--- config.mk ---
export PLATFORM = sky130hd
export DESIGN_NAME = stream_downsizer
export DESIGN_NICKNAME = d
export VERILOG_FILES = /design/src/rtl/stream_downsizer.sv
export SDC_FILE = /design/constraint.sdc
export NUM_CORES = 1
export LEC_CHECK = 0
export BUFFER_PORTS_ARGS = -buffer_cell sky130_fd_sc_hd__buf_2
export CAP_MARGIN = 20
export CORE_ASPECT_RATIO = 2
export CORE_UTILIZATION = 45
export DETAILED_ROUTE_END_ITERATION = 10
export GPL_TIMING_DRIVEN = 0
export PLACE_DENSITY_LB_ADDON = 0.3
export SLEW_MARGIN = 20
export SYNTH_ARGS = -nofsm -noshare
export SYNTH_HDL_FRONTEND = slang
export SYNTH_SLANG_ARGS = --single-unit
--- constraint.sdc ---
create_clock -name clk -period 3.8 [get_ports clk]
set_input_delay 0.57 -clock clk [delete_from_list [all_inputs] [get_ports clk]]
set_output_delay 0.57 -clock clk [all_outputs]
set_load 0.05 [all_outputs]
--- src/rtl/stream_downsizer.sv ---
// ============================================================================
//  Module   : stream_downsizer
//  Purpose  : Splits a wide input word into RATIO narrow output beats, emitting
//             only the valid beats and marking the packet end on the last one.
//  Revision : 1.0 - initial release
// ============================================================================
`default_nettype none

module stream_downsizer #(
    parameter int DATA_WIDTH = 8,
    parameter int RATIO      = 4
) (
    input  logic                          clk,
    input  logic                          reset,
    input  logic [RATIO*DATA_WIDTH-1:0]   in_data,
    input  logic [$clog2(RATIO)-1:0]      in_beats,
    input  logic                          in_last,
    input  logic                          in_valid,
    output logic                          in_ready,
    output logic [DATA_WIDTH-1:0]         out_data,
    output logic                          out_last,
    output logic                          out_valid,
    input  logic                          out_ready
);

    localparam int BW = $clog2(RATIO);

    typedef enum logic [0:0] {
        S_EMPTY = 1'b0,
        S_DRAIN = 1'b1
    } state_t;

    state_t                        state_q, state_d;
    logic [BW-1:0]                 idx_q,   idx_d;
    logic [BW-1:0]                 max_q,   max_d;
    logic                          last_q,  last_d;
    logic [RATIO*DATA_WIDTH-1:0]   data_q,  data_d;

    logic                          last_beat;
    logic                          in_fire;
    logic                          out_fire;
    logic [DATA_WIDTH-1:0]         beat_sel [RATIO];

    // Held word viewed as an array of beats, beat 0 in the low bits.
    for (genvar g = 0; g < RATIO; g++) begin : g_beats
        assign beat_sel[g] = data_q[g*DATA_WIDTH +: DATA_WIDTH];
    end

    assign last_beat = (idx_q == max_q);
    assign out_valid = (state_q == S_DRAIN);
    assign out_data  = beat_sel[idx_q];
    assign out_last  = last_q && last_beat && out_valid;

    // A new word may enter on the same edge the final beat of the current one leaves.
    assign in_ready  = !reset && ((state_q == S_EMPTY) || (out_ready && last_beat));
    assign in_fire   = in_valid && in_ready;
    assign out_fire  = out_valid && out_ready;

    always_comb begin
        state_d = state_q;
        idx_d   = idx_q;
        max_d   = max_q;
        last_d  = last_q;
        data_d  = data_q;

        if (in_fire) begin
            state_d = S_DRAIN;
            idx_d   = '0;
            max_d   = in_beats;
            last_d  = in_last;
            data_d  = in_data;
        end else if (out_fire) begin
            if (last_beat) begin
                state_d = S_EMPTY;
            end else begin
                idx_d   = idx_q + BW'(1);
            end
        end
    end

    always_ff @(posedge clk) begin
        if (reset) begin
            state_q <= S_EMPTY;
            idx_q   <= '0;
            max_q   <= '0;
            last_q  <= 1'b0;
        end else begin
            state_q <= state_d;
            idx_q   <= idx_d;
            max_q   <= max_d;
            last_q  <= last_d;
        end
    end

    // Payload register carries no reset; it is only observed while out_valid is high.
    always_ff @(posedge clk) begin
        data_q <= data_d;
    end

endmodule

`default_nettype wire

---- Word-level counts from Yosys, hierarchy flattened ----
Index checks and enable logic that the tools add are counted.
storage, ports and cells
  output and inout port bits .............. 11
  bits of input ports ..................... 39
  register bits after elaboration ......... 38
operators by class
  reduce and logical (&&, ||, !) cells .... 13
  bitwise logic cells ..................... 3
  add/sub/neg operators ................... 1
  magnitude comparators ................... 1
  multiplexer cells ....................... 6
  equality and inequality tests ........... 1
operator list
  operator                                                       count
  8-bit binary-select mux with 2-bit select                      1
  8-bit 2-to-1 mux                                               2
  1-bit logical AND                                              6
  2-bit AND reduction                                            2
  2-bit nonzero test                                             2
  3-bit greater-or-equal comparator, second input constant       1
  1-bit 2-to-1 mux                                               3
  2-bit NOT with 3-bit output                                    1
  2-bit by 1-bit adder with 2-bit output, second input constant  1
  2-bit == test                                                  1
  1-bit NOT                                                      2
  2-bit OR reduction                                             1
  1-bit zero test                                                1
  1-bit logical OR                                               1

---- Depth between registers and ports, before layout ----
  depth after elaboration ................. 7
  depth in mapped cells ................... 5

---- Worst setup path before layout ----
Ideal clock, no wire load.
  path type ............................... register to register
  start ................................... register state_q, in the netlist out_valid
  end ..................................... register data_q[0], enable pin
  stages on the path, launching flop included .. 5
  setup slack ............................. 0.090 ns
  setup time .............................. 0.468 ns
  buffers on the path ..................... 1
  data arrival time ....................... 3.243 ns
  period minus slack after synthesis ...... 3.710 ns
  data required time ...................... 3.332 ns
  cells stage by stage .................... dfxtp_1 clkbuf_1 inv_1 a31oi_1 nor3b_1
on the way
  longest elaborated chain between the ends .. 4
ends and longest elaborated chain
  item                      line  text
  start: declaration        33    state_t state_q, state_d;
  start signal: assignment  88    state_q <= state_d;
  1-bit NOT                 55    assign in_ready = !reset && ((state_q == S_EMPTY) || (out_ready && last_beat));
  1-bit logical OR          55
  1-bit logical AND         55
  1-bit logical AND         56    assign in_fire = in_valid && in_ready;
  net in_fire               40    logic in_fire;
  end signal: assignment    97    data_q <= data_d;
  end: declaration          37    logic [RATIO*DATA_WIDTH-1:0] data_q, data_d;
The timed path passes the listed nets, and every way through them passes these cells.
A chain may end at the register's enable or synchronous reset.

---- Worst setup path after layout ----
  start ................................... register idx_q[0]
  end ..................................... output out_data[0]
on the way
  longest elaborated chain between the ends .. 4
ends and longest elaborated chain
  item                                                 line  text
  start: declaration                                   34    logic [BW-1:0] idx_q, idx_d;
  start signal: assignment                             89    idx_q <= idx_d;
  2-bit NOT with 3-bit output (not written as such)    51    assign out_data = beat_sel[idx_q];
  8-bit binary-select mux with 2-bit select            51
  8-bit 2-to-1 mux (not written as such) (2 in a row)  51
  end: declaration                                     20    output logic [DATA_WIDTH-1:0] out_data,
No other way between the ends. The select of a mux whose other input is x is not followed.

==> impl_metrics.ini <==
[critical_path]
crit_slowest_cell = mux4_2
reg2reg_depth = 5
critPathMaxFanout = 10
r2r_start = idx_q[0]$_SDFFE_PP0P_
r2r_end = data_q[31]$_DFFE_PP_
crit_path_frequent_cell = buf_6
cp-end-kind = output pin
arrival_ns = 1.68
reg2reg_slack_ns = 1.71
start_kind = flip-flop
cp.required_ns = 3.23
critical_path_class = reg2out
max_stage_delay_ns = 0.51
worstPathCellList = buf_6 > buf_6 > mux4_2 > buf_2

[clocking]
clockBufferDepth = 2
ctsResizeCount = 0
cts_buffers = 5
clk_pin_slew_ns = 0.07
htreeDepth = 2
clkLatencyLatePin_ns = 0.28
cts_sinks = 38
cts_tree = built
cts_root_buffer = clkbuf_8
cts_setup_buffers = 0
hold_buffers = 0

[timing]
setup_violations = 0
finClkSkew_ns = 0.00940
slew_viol_final = 0
finalCritPeriodShare = 0.592
min_period_ns = 2.25
fmax_mhz = 444
fin_hold_ws_ns = 0.455
fin_tns_setup_ns = 0
rsz0062_at_grt = no
slew_headroom = 0.530
worst_pin_slew_ns = 0.703
finalHoldViolCount = 0

[cells_and_area]
fillers = 308
n_antenna_cell = 0
final_common_cell = buf_2
layout-drive-gt1-share = 0.472
seqCellArea_mm2 = 0.00108
fin_area_mm2 = 0.00206
most-common-layout-cells = buf_2, edfxtp_1, mux4_2
finalNetCount = 197
area_growth_pct = 24.2
multiInputGateArea_um2 = 526

[status]
status = completed

[floorplanning]
rows = 30
initial_core_util = 0.481
dieArea_mm2 = 0.00395
die_w_um = 45.0
die_y_um = 87.9
pin_count = 50
core_mm2 = 0.00345

[yosys]
ys_warn_count = 0
yosys.area.top_type = edfxtp_1
ys_types = 33
seq_area_frac_synth = 0.651
synth_edf_count = 32
syn_area_per_cell_um2 = 16.4
yosys_register_bits = 38
synthFlopType = edfxtp_1
synth_area_leaders = edfxtp_1, mux4_2, dfxtp_1
synthArstFlopShare = 0
syn_area_mm2 = 0.00166
syn-num-nets = 140
postSynthCellCount = 101
synth_top_area_frac = 0.579

[grt]
antenna_found_initial = 0
grt_pass1_vias = 1114
track_usage = 0.179
grt_first_pass_wirelength_um = 4950
grt_max_degree = 13
overflow = 0

[routing]
antenna_left = 0
wl_um = 3120
drt_iter0_markers = 23
dr_total_vias = 1094
drc = 0
vias_per_cell = 5.29
drt_first_pass_iters = 4
wl_per_cell_um = 15.1

[placement]
gp_congestion = 0.810
dpl.hpwl_um = 2320
io_buffers = 48
place_area_mm2 = 0.00198

[power]
power_uw = 876
power.density_mw_per_mm2 = 425
peakVddDrop_mv = 0.294
leakage_uw = 0.000781

[worst_hold_path]
min_from = in_data[0]
holdPathEnd = data_q[0]$_DFFE_PP_
min-delay-path-class = in2reg
holdPathStages = 1

[job]
max_cap_viol_count = 0
power by group:
group / internal [uW] / switching, uW
Sequential: 477 / 7.54
Clock: 126 / 126
Combinational: 53.7 / 85.3
synth_stat cells, drive strengths merged, types with 3 or more instances:
library cell and instances:
nand2 3, buf 5, mux4 8, a31oi 3
or4 3, nor2 3, or2b 3, nor4bb 4
nand3 6, dfxtp 6, edfxtp 32
per-layer routing:
metal	up-vias	track usage	share of wire
li1	518	-	-
met3	7	0.0351	0.044
met2	48	0.303	0.56
met1	521	0.196	0.37
met4	0	0.110	0.024
met5	-	0	0
worst max-delay path: cells and delay by family (launching register included):
family                 cells  cell delay (ns)
buffers and inverters      3             0.56
multiplexers               1             0.51
flip-flops                 1             0.33
area by class of cell:
type	instances	share of cell area
Multi-Input combinational cell	54	0.255
Inverter	2	0.00364
Sequential cell	38	0.524
Buffer	7	0.0249
Tap cell	48	0.0291
Timing Repair Buffer	50	0.124
Clock inverter	2	0.00425
Clock buffer	6	0.0352
worst max-delay path by stage:
stage | cells after the start | slack [ns] | startpoint | end
2_1_floorplan | 4 | 0.09 | out_valid$_SDFFE_PP0P_ | data_q[0]$_DFFE_PP_
3_3_place_gp | 3 | -0.65 | reset | data_q[4]$_DFFE_PP_
6_report | 4 | 1.55 | idx_q[0]$_SDFFE_PP0P_ | out_data[0]
4_1_cts | 4 | 1.52 | idx_q[0]$_SDFFE_PP0P_ | out_data[0]
3_5_place_dp | 4 | 1.55 | reset | data_q[4]$_DFFE_PP_
5_1_grt | 5 | 1.46 | out_valid$_SDFFE_PP0P_ | in_ready
sequential cells by signal, summed over array words and instances, names as in the netlist:
name       flops
last_q         1
out_valid      1
data_q        32
max_q          2
idx_q          2
logic make-up after synthesis:
family | share of synthesized area
xor gates and xnor gates | 0.0324
buffers and inverters | 0.0354
and+or+nand+nor | 0.114
muxes | 0.115
DFF | 0.651
AOI/OAI and AO/OA | 0.0528
through the flow:
step / util / worst slack [ns] / std cells
floorplan: - / 0.0895 / 101
global placement: 0.568 / -0.651 / 197
detailed placement: 0.574 / 1.55 / 199
CTS: 0.597 / 1.52 / 207
global route: 0.597 / 1.46 / 207
finish: 0.597 / 1.55 / 207
No activity file was read; power rests on OpenSTA's default activity.
